$ cat src/rtl/sradd_sched.sv
// ---------------------------------------------------------------------------
// sradd_sched
//   Round-robin scheduler that shares one same-sign single-precision FP adder
//   (sradd) among NREQ requesters. At most one request is granted per cycle.
//   The granted operands are registered into stage 0 and the result travels
//   down a LAT-deep pipe. Results return on one shared response bus, tagged
//   with the requester id. Throughput is one add per cycle.
//
//   Latency: the accepting edge loads stage 0, and each following edge
//   advances one stage. resp_valid therefore rises on the LAT-th edge,
//   counting the accepting edge as the first. With LAT=1 the response is
//   visible right after the accepting edge.
//
// Ports
//   clk         in   1        clock, rising edge
//   rst         in   1        asynchronous, active-high reset
//   en          in   1        1 = grants allowed; 0 = no new grants, pipe drains
//   req_valid   in   NREQ     per-requester request
//   req_a       in   32*NREQ  operand a, requester i at [32*i+31:32*i]
//   req_b       in   32*NREQ  operand b, same packing as req_a
//   req_ready   out  NREQ     one-hot grant; accepted when valid[i] & ready[i]
//   resp_valid  out  1        one-cycle pulse per completed add
//   resp_id     out  IDW      requester index of this result
//   resp_z      out  32       sradd(a,b) result
//   resp_err    out  1        operand signs differed; z not a valid sum
//   busy        out  1        any pipeline stage holds a valid op
// ---------------------------------------------------------------------------
module sradd_sched #(
  parameter int NREQ = 4,
  parameter int IDW  = 2,
  parameter int LAT  = 2
) (
  input  logic                 clk,
  input  logic                 rst,
  input  logic                 en,
  input  logic [NREQ-1:0]      req_valid,
  input  logic [32*NREQ-1:0]   req_a,
  input  logic [32*NREQ-1:0]   req_b,
  output logic [NREQ-1:0]      req_ready,
  output logic                 resp_valid,
  output logic [IDW-1:0]       resp_id,
  output logic [31:0]          resp_z,
  output logic                 resp_err,
  output logic                 busy
);

  localparam logic [IDW:0]   NREQ_W = (IDW+1)'(NREQ);
  localparam logic [IDW-1:0] LAST_ID = IDW'(NREQ - 1);

  // -------------------------------------------------------------------------
  // Round-robin arbitration
  // -------------------------------------------------------------------------
  logic [IDW-1:0]  r_ptr;
  logic [NREQ-1:0] w_elig;
  logic [NREQ-1:0] w_grant;
  logic [IDW-1:0]  w_gnt_id;
  logic            w_found;

  assign w_elig = req_valid & {NREQ{en}};

  // NOTE: combinational blocks use blocking '=' and assign every output a
  // default first, so no path leaves a variable unassigned (no latch).
  always_comb begin
    logic [IDW:0] idx;
    w_found  = 1'b0;
    w_gnt_id = '0;
    w_grant  = '0;
    idx      = '0;
    // Scan ptr, ptr+1, ... modulo NREQ; one extra bit keeps the sum from
    // overflowing before the modulo correction (works for non-power-of-2).
    for (int k = 0; k < NREQ; k++) begin
      idx = {1'b0, r_ptr} + (IDW+1)'(k);
      if (idx >= NREQ_W) idx = idx - NREQ_W;
      if (!w_found && w_elig[idx[IDW-1:0]]) begin
        w_found  = 1'b1;
        w_gnt_id = idx[IDW-1:0];
      end
    end
    if (w_found) w_grant[w_gnt_id] = 1'b1;
  end

  assign req_ready = rst ? '0 : w_grant;

  // NOTE: sequential state is updated with non-blocking '<=' only, so every
  // register samples pre-edge values regardless of block ordering.
  always_ff @(posedge clk or posedge rst) begin
    if (rst) begin
      r_ptr <= '0;
    end else if (w_found) begin
      r_ptr <= (w_gnt_id == LAST_ID) ? '0 : w_gnt_id + 1'b1;
    end
  end

  // -------------------------------------------------------------------------
  // Stage 0: operand capture
  // -------------------------------------------------------------------------
  logic [31:0]    w_sel_a, w_sel_b;
  logic           w_sel_err;
  logic           r_s0_vld;
  logic [31:0]    r_s0_a, r_s0_b;
  logic [IDW-1:0] r_s0_id;
  logic           r_s0_err;

  assign w_sel_a = req_a[{w_gnt_id, 5'b0} +: 32];
  assign w_sel_b = req_b[{w_gnt_id, 5'b0} +: 32];
  // A zero operand is a legal pass-through even with a negative partner.
  assign w_sel_err = (w_sel_a[31] ^ w_sel_b[31]) & (|w_sel_a) & (|w_sel_b);

  // NOTE: data registers are reset here (not just the valids) because the
  // response bus must read zero during and after reset; they load only when
  // their stage's valid loads 1 so the outputs hold between pulses.
  always_ff @(posedge clk or posedge rst) begin
    if (rst) begin
      r_s0_vld <= 1'b0;
      r_s0_a   <= '0;
      r_s0_b   <= '0;
      r_s0_id  <= '0;
      r_s0_err <= 1'b0;
    end else begin
      r_s0_vld <= w_found;
      if (w_found) begin
        r_s0_a   <= w_sel_a;
        r_s0_b   <= w_sel_b;
        r_s0_id  <= w_gnt_id;
        r_s0_err <= w_sel_err;
      end
    end
  end

  // -------------------------------------------------------------------------
  // sradd: same-sign adder, combinational on the stage-0 registers.
  // Magnitudes are added and the result takes a's sign. Zero (and subnormal)
  // operands pass the other operand through; Inf/NaN operands pass through;
  // overflow saturates to Inf. The aligned sum is truncated.
  // -------------------------------------------------------------------------
  logic [31:0] w_z;

  always_comb begin
    logic [7:0]  ea, eb, e_big, d;
    logic [23:0] m_big, m_small;
    logic [24:0] sum;
    logic        a_ge_b;
    ea      = r_s0_a[30:23];
    eb      = r_s0_b[30:23];
    a_ge_b  = (r_s0_a[30:0] >= r_s0_b[30:0]);
    e_big   = a_ge_b ? ea : eb;
    d       = a_ge_b ? (ea - eb) : (eb - ea);
    m_big   = {1'b1, a_ge_b ? r_s0_a[22:0] : r_s0_b[22:0]};
    m_small = {1'b1, a_ge_b ? r_s0_b[22:0] : r_s0_a[22:0]};
    sum     = {1'b0, m_big} + {1'b0, m_small >> d};
    w_z     = '0;
    if (ea == 8'h00) begin
      w_z = r_s0_b;
    end else if (eb == 8'h00) begin
      w_z = r_s0_a;
    end else if (ea == 8'hFF) begin
      w_z = r_s0_a;
    end else if (eb == 8'hFF) begin
      w_z = r_s0_b;
    end else if (sum[24]) begin
      // Carry out of the hidden bit: renormalise by one place.
      if (e_big == 8'hFE) w_z = {r_s0_a[31], 8'hFF, 23'h0};
      else                w_z = {r_s0_a[31], e_big + 8'd1, sum[23:1]};
    end else begin
      w_z = {r_s0_a[31], e_big, sum[22:0]};
    end
  end

  // -------------------------------------------------------------------------
  // Stages 1..LAT-1 and output selection
  // -------------------------------------------------------------------------
  generate
    if (LAT == 1) begin : g_lat1
      assign resp_valid = r_s0_vld;
      assign resp_id    = r_s0_id;
      assign resp_z     = w_z;
      assign resp_err   = r_s0_err;
      assign busy       = r_s0_vld;
    end else begin : g_latn
      logic [LAT-1:1] r_vld;
      logic [31:0]    r_z   [LAT-1:1];
      logic [IDW-1:0] r_id  [LAT-1:1];
      logic           r_err [LAT-1:1];

      always_ff @(posedge clk or posedge rst) begin
        if (rst) begin
          r_vld <= '0;
          for (int s = 1; s < LAT; s++) begin
            r_z[s]   <= '0;
            r_id[s]  <= '0;
            r_err[s] <= 1'b0;
          end
        end else begin
          r_vld[1] <= r_s0_vld;
          if (r_s0_vld) begin
            r_z[1]   <= w_z;
            r_id[1]  <= r_s0_id;
            r_err[1] <= r_s0_err;
          end
          for (int s = 2; s < LAT; s++) begin
            r_vld[s] <= r_vld[s-1];
            if (r_vld[s-1]) begin
              r_z[s]   <= r_z[s-1];
              r_id[s]  <= r_id[s-1];
              r_err[s] <= r_err[s-1];
            end
          end
        end
      end

      assign resp_valid = r_vld[LAT-1];
      assign resp_id    = r_id[LAT-1];
      assign resp_z     = r_z[LAT-1];
      assign resp_err   = r_err[LAT-1];
      assign busy       = r_s0_vld | (|r_vld);
    end
  endgenerate

endmodule
$ cat config.mk
export PLATFORM = sky130hd
export DESIGN_NAME = sradd_sched
export DESIGN_NICKNAME = d
export VERILOG_FILES = /design/src/rtl/sradd_sched.sv
export SDC_FILE = /design/constraint.sdc
export NUM_CORES = 1
export LEC_CHECK = 0
export ABC_AREA = 1
export CAP_MARGIN = 20
export CORE_ASPECT_RATIO = 1.1
export CORE_MARGIN = 1.5
export CORE_UTILIZATION = 35
export CTS_CLUSTER_DIAMETER = 100
export DETAILED_ROUTE_END_ITERATION = 8
export PLACE_DENSITY = 0.64
export SLEW_MARGIN = 20
export SYNTH_ARGS = -nofsm -noshare
export SYNTH_HDL_FRONTEND = slang
export SYNTH_SLANG_ARGS = --single-unit
$ cat constraint.sdc
create_clock -name clk -period 5.9 [get_ports clk]
set_input_delay 0.59 -clock clk [delete_from_list [all_inputs] [get_ports clk]]
set_output_delay 0.59 -clock clk [all_outputs]
set_load 0.05 [all_outputs]
==> flow_summary.json <==
{
  "viasPerCell": 5.24,
  "grt.overflow.total": 0,
  "dp.cells": 3177,
  "io_buffers": 303,
  "rrSetupSlack_ps": 320,
  "cp.required_ps": 6210,
  "grt.total_usage_pct": 32.2,
  "status": "complete, no violations",
  "fin_area_mm2": 0.0184,
  "seq_area_frac_synth_pct": 20.4,
  "htreeDepth": 3,
  "synth_warnings": 0,
  "critPathMaxStageDelay_ps": 380,
  "final_core_utilization_pct": 50.6,
  "synthCells": 2277,
  "layoutNonFillerInstCount": 3203,
  "post-route-drc-count": 0,
  "dieArea_mm2": 0.0384,
  "worst-path-max-fanout": 8,
  "drtPass1Iterations": 6,
  "setup_ws_ps": 315,
  "hpwl_mm": 51.8,
  "detail-route-antenna-nets": 0,
  "ctsHoldBuffers": 0,
  "routed_wirelength_mm": 63.2,
  "synth_edf_count": 0,
  "synth_area_per_cell_um2": 5.72,
  "syn-num-nets": 2611,
  "layout_common_cells": "906 x nand2_1, 301 x clkdlybuf4s50_1, 226 x buf_4",
  "mostFrequentLayoutCell": "nand2_1",
  "grt_max_degree": 170,
  "dieWidth_um": 187,
  "synth_area_mm2": 0.0130,
  "max_slew_margin_pct": 20.7,
  "slew_violations": 0,
  "cts.root.buffer_cell": "clkbuf_16",
  "synth.area.top_cells": "nand2_1 26%, dfrtp_1 20%, ha_1 6.5%",
  "r2r-start": "r_s0_b[22]",
  "fmax_mhz": 179,
  "dr.first_iter.drc_count": 1237,
  "hold-path-endpoint": "resp_z[30]",
  "cts_inserted_buffers": 9,
  "areaGrowthSynthToFinish_pct": 41.6,
  "min_path_type": "reg -> reg",
  "slowest_stage": "fa_2",
  "antenna_found_initial": 4,
  "period_share_pct": 94.7,
  "crit_path_end_kind": "flop",
  "startpoint_type": "flop",
  "core_mm2": 0.0364,
  "hold_start": "resp_z[30]",
  "r2r-end": "resp_z[13]",
  "ys_types": 51,
  "tightest_slew_ps": 1190,
  "grt_pass1_wl_mm": 93.9,
  "drv_cap": 0,
  "ys_ff_latch": 106,
  "num_vias": 16800,
  "hold_viol": 0,
  "path_clk_slew_ps": 80,
  "gp_congestion": 0.982,
  "num_io_pins": 304,
  "clkLatencyLatePin_ps": 370,
  "cts.path.max_buffers": 2,
  "synth_top_area_share_pct": 26.2,
  "fillCellCount": 3860,
  "place_area_mm2": 0.0178,
  "fin_skew_ps": 10.4,
  "ys.flop_type": "dfrtp_1",
  "drive_gt1_share_pct": 13.1,
  "critPathKind": "reg -> reg",
  "clock-sinks": 106,
  "grt_pass1_vias": 16000,
  "num_rows": 73,
  "crit_top_cell": "nand2_1",
  "finalCriticalPeriod_ps": 5580,
  "start_util_pct": 35.7,
  "reg2reg_depth": 37,
  "die_y_um": 205,
  "holdPathStages": 2,
  "setup_viol": 0,
  "nNetsFinal": 3042,
  "arrival_ps": 5900,
  "ys_async_sr_fraction_pct": 100,
  "dpl_worst_slack_ps": 20.8,
  "cts_tree": "built",
  "wl_per_cell_um": 19.7,
  "synth_area_leader_cell": "nand2_1"
}
-- cell usage after synthesis (10+ instances only) --
library cell	number
a21oi_1	153
a31oi_1	19
buf_2	37
buf_4	10
buf_6	12
clkbuf_1	48
clkinv_1	15
dfrtp_1	106
ha_1	68
inv_1	226
inv_2	14
nand2_1	908
nand2_2	16
nand3_1	134
nand4_1	21
nor2_1	145
o211ai_1	49
o21ai_0	121
o21ai_1	47
xnor2_1	12
xor2_1	19
-- layout make-up --
class,count,area (um2),share of cell area (%)
well taps,487,609,3.30
multi-input cells,1800,9040,49.0
clock inverters,7,85.1,0.461
inverters,256,966,5.24
repair buffers,535,4850,26.3
diodes,3,7.51,0.0407
flip-flops and latches,106,2660,14.4
clock buffers,9,225,1.22
-- what timing repair did --
| item | in CTS | in global routing |
|---|---|---|
| pin swaps | 0 | 13 |
| resized for setup | 1 | 61 |
| buffers inserted | 0 | 6 |
| endpoints found under the setup margin | 2 | 31 |
| cloned | 0 | 1 |
-- state kept, by name, indices dropped and copies added (netlist names) --
name / flops
r_s0_a: 32
r_s0_b: 32
resp_z: 32
r_ptr: 2
r_s0_id: 2
resp_id: 2
r_s0_err: 1
r_s0_vld: 1
resp_err: 1
resp_valid: 1
-- layer usage --
metal  GRT usage, %  wire (um)
met1           38.9      25100
met2           55.8      30100
met3           4.78       4900
met4           16.0       3120
met5              0         12
-- stage by stage --
step | setup TNS [ps] | hold slack, ps
2_1_floorplan | 0 | 352
3_3_place_gp | -12.9 | 461
3_5_place_dp | 0 | 470
4_1_cts | 0 | 490
5_1_grt | -8.42 | 508
6_report | 0 | 489
-- critical path, delay by kind of cell, from the launching register on --
kind,cells,cell delay (ps)
compound gates,5,800
xor+xnor,1,330
fa+ha+maj,3,950
buf+inv,6,770
flops,1,350
simple gates,22,2330
-- cells by family (layout without fill, tap and decap cells) --
kind of cell	count (synthesis)	count (layout)	synth area share, %
xor+xnor	32	32	2.21
buf+inv	372	807	12.3
compound gates	414	414	17.6
fa+ha+maj	71	71	6.99
simple gates	1282	1283	40.6
other cells	0	3	0
flops	106	106	20.4
-- worst max path at each step --
stage / startpoint / endpoint / slack [ps] / cells past startpoint
floorplan: r_s0_a[26] / resp_z[30] / 1010 / 39
global placement: r_s0_a[25] / resp_z[13] / -10 / 35
detailed placement: r_s0_a[28] / resp_z[15] / 20 / 36
CTS: r_s0_a[27] / resp_z[14] / 7 / 35
global route: r_s0_b[22] / resp_z[5] / -8 / 44
finish: r_s0_b[22] / resp_z[13] / 320 / 37
Power is not shown: default switching activity piles up to over one toggle a cycle in this logic, so the estimate is an artifact.
